==> src/rtl/mem_access_ctrl.sv <==
// mem_access_ctrl: puts stage-M loads/stores onto the data-memory handshake
// bus, stalls the pipeline while memory is busy, and hands stage W the raw
// read word plus the side information it needs to format it.
//
// state    | meaning
// ---------+-----------------------------------------------------------
// IDLE     | ready for a new access from stage M
// ISSUE    | memory request presented, waiting for mem_req_ready
// WAIT_RSP | load issued, waiting for mem_rsp_valid or the timeout
// DONE     | one-cycle completion (rsp_valid), pipeline released
module mem_access_ctrl #(
  parameter logic [31:0] HW_BASE = 32'hFFFF_FF00,
  parameter logic [31:0] HW_MASK = 32'hFFFF_FF00,
  parameter int          TIMEOUT = 255
) (
  input  logic        clk,
  input  logic        rst,
  input  logic        req_valid,
  output logic        req_ready,
  input  logic [5:0]  req_alucode,
  input  logic [31:0] req_addr,
  input  logic [31:0] req_wdata,
  output logic        mem_req_valid,
  input  logic        mem_req_ready,
  output logic        mem_we,
  output logic [31:0] mem_addr,
  output logic [3:0]  mem_wstrb,
  output logic [31:0] mem_wdata,
  input  logic        mem_rsp_valid,
  input  logic [31:0] mem_rdata,
  output logic        stall,
  output logic        rsp_valid,
  output logic [31:0] rsp_data,
  output logic [5:0]  alucode,
  output logic [4:0]  byte_offset,
  output logic        is_hardware,
  output logic        misaligned,
  output logic        bus_err
);

  // Load/store codes shared with the ALU decoder of the pipeline.
  localparam logic [5:0] ALU_LB  = 6'd22;
  localparam logic [5:0] ALU_LH  = 6'd23;
  localparam logic [5:0] ALU_LW  = 6'd24;
  localparam logic [5:0] ALU_LBU = 6'd25;
  localparam logic [5:0] ALU_LHU = 6'd26;
  localparam logic [5:0] ALU_SB  = 6'd27;
  localparam logic [5:0] ALU_SH  = 6'd28;
  localparam logic [5:0] ALU_SW  = 6'd29;

  localparam int CW = (TIMEOUT < 2) ? 1 : $clog2(TIMEOUT + 1);

  typedef enum logic [1:0] {IDLE, ISSUE, WAIT_RSP, DONE} state_t;

  state_t state, state_nxt;

  logic          is_load, is_store, is_half, is_word, is_mem;
  logic          addr_mis, hw_hit;
  logic [3:0]    wstrb_nxt;
  logic [31:0]   wdata_nxt;
  logic          accept, cap_rsp, timeout_hit;
  logic [CW-1:0] wait_cnt;
  logic          mis_q, err_q;

  // Classify the incoming code and check alignment / hardware region.
  always_comb begin
    is_load  = 1'b0;
    is_store = 1'b0;
    is_half  = 1'b0;
    is_word  = 1'b0;
    case (req_alucode)
      ALU_LB, ALU_LBU: is_load = 1'b1;
      ALU_LH, ALU_LHU: begin is_load = 1'b1; is_half = 1'b1; end
      ALU_LW:          begin is_load = 1'b1; is_word = 1'b1; end
      ALU_SB:          is_store = 1'b1;
      ALU_SH:          begin is_store = 1'b1; is_half = 1'b1; end
      ALU_SW:          begin is_store = 1'b1; is_word = 1'b1; end
      default: ;
    endcase
    is_mem   = is_load | is_store;
    addr_mis = (is_half & req_addr[0]) | (is_word & (req_addr[1:0] != 2'b00));
    hw_hit   = ((req_addr & HW_MASK) == HW_BASE);
  end

  // Store lane encoding; loads carry no byte enables.
  always_comb begin
    wstrb_nxt = 4'b0000;
    wdata_nxt = 32'h0;
    if (is_store) begin
      if (is_word) begin
        wstrb_nxt = 4'b1111;
        wdata_nxt = req_wdata;
      end else if (is_half) begin
        wstrb_nxt = 4'b0011 << req_addr[1:0];
        wdata_nxt = {2{req_wdata[15:0]}};
      end else begin
        wstrb_nxt = 4'b0001 << req_addr[1:0];
        wdata_nxt = {4{req_wdata[7:0]}};
      end
    end
  end

  // State register.
  always_ff @(posedge clk or posedge rst) begin
    if (rst) state <= IDLE;
    else     state <= state_nxt;
  end

  // Next-state logic and datapath strobes.
  always_comb begin
    state_nxt   = state;
    accept      = 1'b0;
    cap_rsp     = 1'b0;
    timeout_hit = 1'b0;
    case (state)
      IDLE: begin
        if (req_valid && is_mem) begin
          accept    = 1'b1;
          state_nxt = (addr_mis || hw_hit) ? DONE : ISSUE;
        end
      end
      ISSUE: begin
        if (mem_req_ready) begin
          if (mem_we) begin
            state_nxt = DONE;
          end else if (mem_rsp_valid) begin
            cap_rsp   = 1'b1;
            state_nxt = DONE;
          end else begin
            state_nxt = WAIT_RSP;
          end
        end
      end
      WAIT_RSP: begin
        if (mem_rsp_valid) begin
          cap_rsp   = 1'b1;
          state_nxt = DONE;
        end else if (wait_cnt == CW'(TIMEOUT)) begin
          timeout_hit = 1'b1;
          state_nxt   = DONE;
        end
      end
      DONE:    state_nxt = IDLE;
      default: state_nxt = IDLE;
    endcase
  end

  // Wait counter: 0 on the first WAIT_RSP cycle, so the timeout lands
  // TIMEOUT+1 cycles after entering WAIT_RSP.
  always_ff @(posedge clk or posedge rst) begin
    if (rst)                    wait_cnt <= '0;
    else if (state == WAIT_RSP) wait_cnt <= wait_cnt + 1'b1;
    else                        wait_cnt <= '0;
  end

  // Access payload and side information, held until the next acceptance.
  always_ff @(posedge clk or posedge rst) begin
    if (rst) begin
      alucode     <= '0;
      byte_offset <= '0;
      is_hardware <= 1'b0;
      mem_we      <= 1'b0;
      mem_addr    <= '0;
      mem_wstrb   <= '0;
      mem_wdata   <= '0;
      rsp_data    <= '0;
      mis_q       <= 1'b0;
      err_q       <= 1'b0;
    end else begin
      if (accept) begin
        alucode     <= req_alucode;
        byte_offset <= {req_addr[1:0], 3'b000};
        is_hardware <= hw_hit;
        mem_we      <= is_store;
        mem_addr    <= {req_addr[31:2], 2'b00};
        mem_wstrb   <= wstrb_nxt;
        mem_wdata   <= wdata_nxt;
        rsp_data    <= '0;
        mis_q       <= addr_mis;
        err_q       <= 1'b0;
      end
      if (cap_rsp) rsp_data <= mem_rdata;
      if (timeout_hit) begin
        rsp_data <= '0;
        err_q    <= 1'b1;
      end
    end
  end

  assign req_ready     = (state == IDLE);
  assign mem_req_valid = (state == ISSUE);
  assign rsp_valid     = (state == DONE);
  assign misaligned    = (state == DONE) & mis_q;
  assign bus_err       = (state == DONE) & err_q;
  assign stall         = ((state == IDLE) & req_valid & is_mem)
                       | (state == ISSUE) | (state == WAIT_RSP);

endmodule

==> config.mk <==
export PLATFORM = sky130hd
export DESIGN_NAME = mem_access_ctrl
export DESIGN_NICKNAME = d
export VERILOG_FILES = /design/src/rtl/mem_access_ctrl.sv
export SDC_FILE = /design/constraint.sdc
export NUM_CORES = 1
export LEC_CHECK = 0
export ABC_AREA = 1
export CELL_PAD_IN_SITES_DETAIL_PLACEMENT = 1
export CELL_PAD_IN_SITES_GLOBAL_PLACEMENT = 1
export CORE_MARGIN = 3
export CORE_UTILIZATION = 25
export DETAILED_ROUTE_END_ITERATION = 8
export PLACE_DENSITY = 0.67
export SLEW_MARGIN = 30
export SYNTH_ARGS = -nofsm -noshare
export SYNTH_HDL_FRONTEND = slang
export SYNTH_SLANG_ARGS = --single-unit
export TNS_END_PERCENT = 20
==> constraint.sdc <==
create_clock -name clk -period 4.4 [get_ports clk]
set_clock_uncertainty 0.2 [all_clocks]
set_input_delay 0.66 -clock clk [delete_from_list [all_inputs] [get_ports clk]]
set_output_delay 0.66 -clock clk [all_outputs]
set_load 0.005 [all_outputs]
* Word-level counts from Yosys, hierarchy flattened
Index checks and enable logic that the tools add are counted.
Cells by class: equality and inequality tests 16, reductions and logical operators 11, shifts and indexed selects 2, multiplexer cells 33, bitwise logic cells 10, add/subtract/negate cells 1
Operators with widths (count):
- 32-bit 2-to-1 mux | 6
- 6-bit by 5-bit == test with 1-bit output, second input constant | 8
- 24-bit == test, second input constant | 1
- 1-bit 2-to-1 mux | 16
- 4-bit 2-to-1 mux | 3
- 2-bit 2-to-1 mux | 5
- 8-bit by 1-bit adder with 8-bit output, second input constant | 1
- 8-bit == test, second input constant | 1
- 8-bit 2-to-1 mux | 1
- 2-bit case mux with 4 select lines | 1
- 1-bit bitwise AND | 6
- 3-bit OR reduction | 2
- 5-bit OR reduction | 1
- 2-bit == test, second input constant | 2
- 2-bit by 1-bit inequality test with 1-bit output, second input constant | 2
- 1-bit bitwise OR | 4
- 2-bit nonzero test | 2
- 1-bit by 2-bit left shift with 4-bit output, first input constant | 1
- 2-bit by 2-bit left shift with 4-bit output, first input constant | 1
- 3-bit inequality test, second input constant | 1
- 3-bit AND reduction | 1
- 3-bit nonzero test | 1
- 2-bit by 1-bit == test with 1-bit output, second input constant | 1
- 2-bit logical NOT | 1
- other kinds (4) | 4
Storage, ports and cells: output and inout bits 119, input bits 107, flip-flop bits (word level) 120, logic and storage cells 85

* Depth between registers and ports, before layout
depth after elaboration 10, mapped depth 13, mapped depth without buffers 12

* Worst setup path before layout
OpenSTA, ideal clock, no wires.
kind in2out, from in req_alucode[4], to out stall, data arrival time 1.612 ns, path buffers 2, setup slack 1.928 ns, stages 10, data required time 3.540 ns, cells stage by stage inv_1 > nor2_4 > nand3_1 > nand2_1 > nor2_1 > nand2_2 > nand2_2 > buf_6 > buf_6 > nand3_1
On the way: longest elaborated chain between the ends 7, elaborated cells between the ends (all ways) 16, classes of those cells eq/ne: 8; mux: 2; bitwise: 4; reduce/logical: 2
RTL lines:
- from (decl) | line 20 | input logic [5:0] req_alucode,
- 6-bit by 5-bit == test with 1-bit output | line 71 | case (req_alucode)
- 5-bit OR reduction (no line) or 3-bit OR reduction (tied branches)
- 1-bit 2-to-1 mux | line 71
- 1-bit bitwise OR (*) | line 80 | is_mem = is_load | is_store;
- 1-bit bitwise AND (*) | line 195 | assign stall = ((state == IDLE) & req_valid & is_mem)
- 1-bit bitwise OR (*) (2 in series) | line 196 | | (state == ISSUE) | (state == WAIT_RSP);
- to (decl) | line 31 | output logic stall,
Mark *: on every way between the ends. The rest lies on a longest branch, timed or not.

* Worst setup path after layout
from in req_alucode[2], to out stall
The elaborated chain is that of the path after synthesis.

==> impl_metrics.json <==
{
  "cp_max_fo": 3,
  "grt_pass1_vias": 5107,
  "yosys.area_share.simple": 0.310,
  "r2r_cells": 9,
  "post_drt_wl_per_cell_um": 15.1,
  "p_leak_nw": 4.08,
  "ys.flop_type": "dfrtp_1",
  "ys_top_cells_by_area": "dfrtp_1, nand2_1, nand3_1",
  "worstSkewPairLatency_ns": 0.40,
  "setup_tns_ns": 0,
  "ys_seq_area_frac": 0.552,
  "place_congestion": 0.770,
  "pin_count": 226,
  "start_util": 0.256,
  "vdd_drop_max_mv": 0.275,
  "netlist_area_sq_um": 5440,
  "cts_sinks": 120,
  "hold_viol": 0,
  "core_sq_um": 21200,
  "die_y_um": 154,
  "synth_top_family_by_area": "simple AND/OR/NAND/NOR gates",
  "drt-total-wl_mm": 17.6,
  "grt_use_total": 0.148,
  "synth_xor_area_frac": 0,
  "die_w_um": 154,
  "netlist_instances": 667,
  "worstSetupPathType": "in -> out",
  "worstPathCellList": "clkdlybuf4s50_1 -> inv_2 -> nor2_1 -> nand3_1 -> nand2_1 -> nor2_1 -> nand2_2 -> nand2_4 -> nand3_1 -> clkdlybuf4s50_1",
  "drc": 0,
  "status": "finished clean",
  "synthArstFlopShare": 1.00,
  "synth_cell_type_count": 25,
  "crit_slowest_cell": "clkdlybuf4s50_1",
  "ctsRootBufferMaster": "clkbuf_16",
  "postCtsResizedCells": 0,
  "worstHoldStart": "wait_cnt[0]",
  "ys_seq_elements": 120,
  "slew_viol_final": 0,
  "regArea_sq_um": 3000,
  "cts_max_level": 4,
  "critPathTopFamily": "buffers and inverters",
  "setup_ws_ns": 1.05,
  "worst_setup_path_end_kind": "primary output",
  "antenna_cells": 0,
  "synthAdderAreaFrac": 0.0115,
  "cts_buffers": 17,
  "cts.clk_slew.worst_paths_ns": 0.06,
  "worstHoldEndpoint": "wait_cnt[0]",
  "drt_iter0_markers": 197,
  "grt_setup_unrepaired": "no",
  "start_kind": "input pin",
  "areaGrowthSynthToFinish_pct": 55.3,
  "netlist.area_leader.share": 0.552,
  "min_delay_path_depth": 1,
  "overflow": 0,
  "drv_cap": 0,
  "synth-edff-count": 0,
  "grt_pass1_wl_mm": 28.1,
  "hpwl_mm": 12.7,
  "dieArea_sq_um": 23600,
  "tightestPinTransition_ns": 0.746,
  "synthMuxAreaShare": 0,
  "pre_cts_slack_ns": 0.885,
  "synth_compound_area_frac": 0.0589,
  "drt.antenna.violating_nets": 0,
  "power_mw": 4.46,
  "via_per_inst": 4.34,
  "layout_commonest_cell": "nand2_1",
  "cts_setup_buffers": 0,
  "synth_area_leader_cell": "dfrtp_1",
  "crit_arrival_ns": 2.49,
  "nets": 993,
  "multi_input_area_sq_um": 2090,
  "grt_max_degree": 66,
  "clockBufferDepth": 2,
  "finalCritPeriodShare": 0.762,
  "drive_above_1_share": 0.0705,
  "row_count": 53,
  "vias": 5077,
  "timing.final.crit_period_ns": 3.35,
  "drt-pass1-iter-count": 4,
  "reg2reg_from": "state[0]",
  "cpPeakStageDelay_ns": 0.57,
  "setup_viol": 0,
  "syn_avg_cell_area_sq_um": 8.16,
  "max_slew_margin": 0.503,
  "max_freq_mhz": 298,
  "cp_num_buf_inv": 3,
  "ff2ff_setup_slack_ns": 1.70,
  "cts_hold_buf": 0,
  "rr_endpoint": "rsp_data[7]",
  "final_cell_mix": "nand2_1, clkdlybuf4s50_1, dfrtp_1",
  "n_fill_cell": 2545,
  "yosysWarnings": 0,
  "io_buffers": 220,
  "hold_path.class": "reg -> reg",
  "cts_tree": "built",
  "antenna_found_initial": 0,
  "p_per_area_nw_per_um2": 528,
  "required_ns": 3.54
}
## synth_stat cells (7+ instances only)
library cell and count:
or2_2 9, buf_4 7, nor2_1 28, nand3_1 62, a21oi_1 18, inv_1 34
dfrtp_1 120, or2_0 8, o21ai_0 36, nand2_1 288, clkbuf_1 8, buf_2 12
## cell type report
type                       count  area share
sequential                   120       0.355
timing repair buffer         224       0.266
multi-input combinational    477       0.248
clock buffer                  18      0.0519
tap                          275      0.0407
clock inverter                14      0.0203
inverter                      41      0.0186
## power breakdown
part	internal (mW)	switching, mW	total, mW
Combinational	0.825	0.601	1.43
Sequential	1.42	0.178	1.60
Clock	0.909	0.525	1.43
Total	3.16	1.30	4.46
## how the worst max path moves through the flow
stage          cells past startpoint           start     endpoint  slack (ns)
2_1_floorplan                      1             rst   alucode[0]        0.35
3_3_place_gp                      12  req_alucode[2]  rsp_data[8]        0.90
3_5_place_dp                      12  req_alucode[2]  rsp_data[7]        0.89
4_1_cts                           10  req_alucode[2]        stall        1.03
5_1_grt                           10  req_alucode[2]        stall        0.87
6_report                          10  req_alucode[2]        stall        1.05
## metrics by stage
stage          instances  area [sq um]  hold WS (ns)  utilization
2_1_floorplan        671          5460         0.233            -
3_3_place_gp        1137          7840         0.250        0.370
3_5_place_dp        1137          7840         0.262        0.370
4_1_cts             1169          8450         0.272        0.398
5_1_grt             1169          8450         0.288        0.398
6_report            1169          8450         0.268        0.398
## layer usage
layer / up-vias / track usage / routed length [um]
li1: 2519 / - / -
met1: 2423 / 0.195 / 8070
met2: 128 / 0.239 / 8390
met3: 7 / 0.0478 / 1030
met4: 0 / 0.0328 / 135
met5: - / 0 / 0
## state kept, by name (all words and copies together) (netlist names)
signal	cells
err_q	1
mem_wstrb	4
mem_wdata	32
wait_cnt	8
state	2
rsp_data	32
is_hardware	1
mem_addr	30
alucode	6
byte_offset	2
mis_q	1
mem_we	1
## cell families after synthesis
group	Yosys count
AOI/OAI and AO/OA	61
adders and majority gates	5
buffers and inverters	74
DFF	120
other	1
and+or+nand+nor	406
Note: power is estimated with default switching activity, not from simulation.
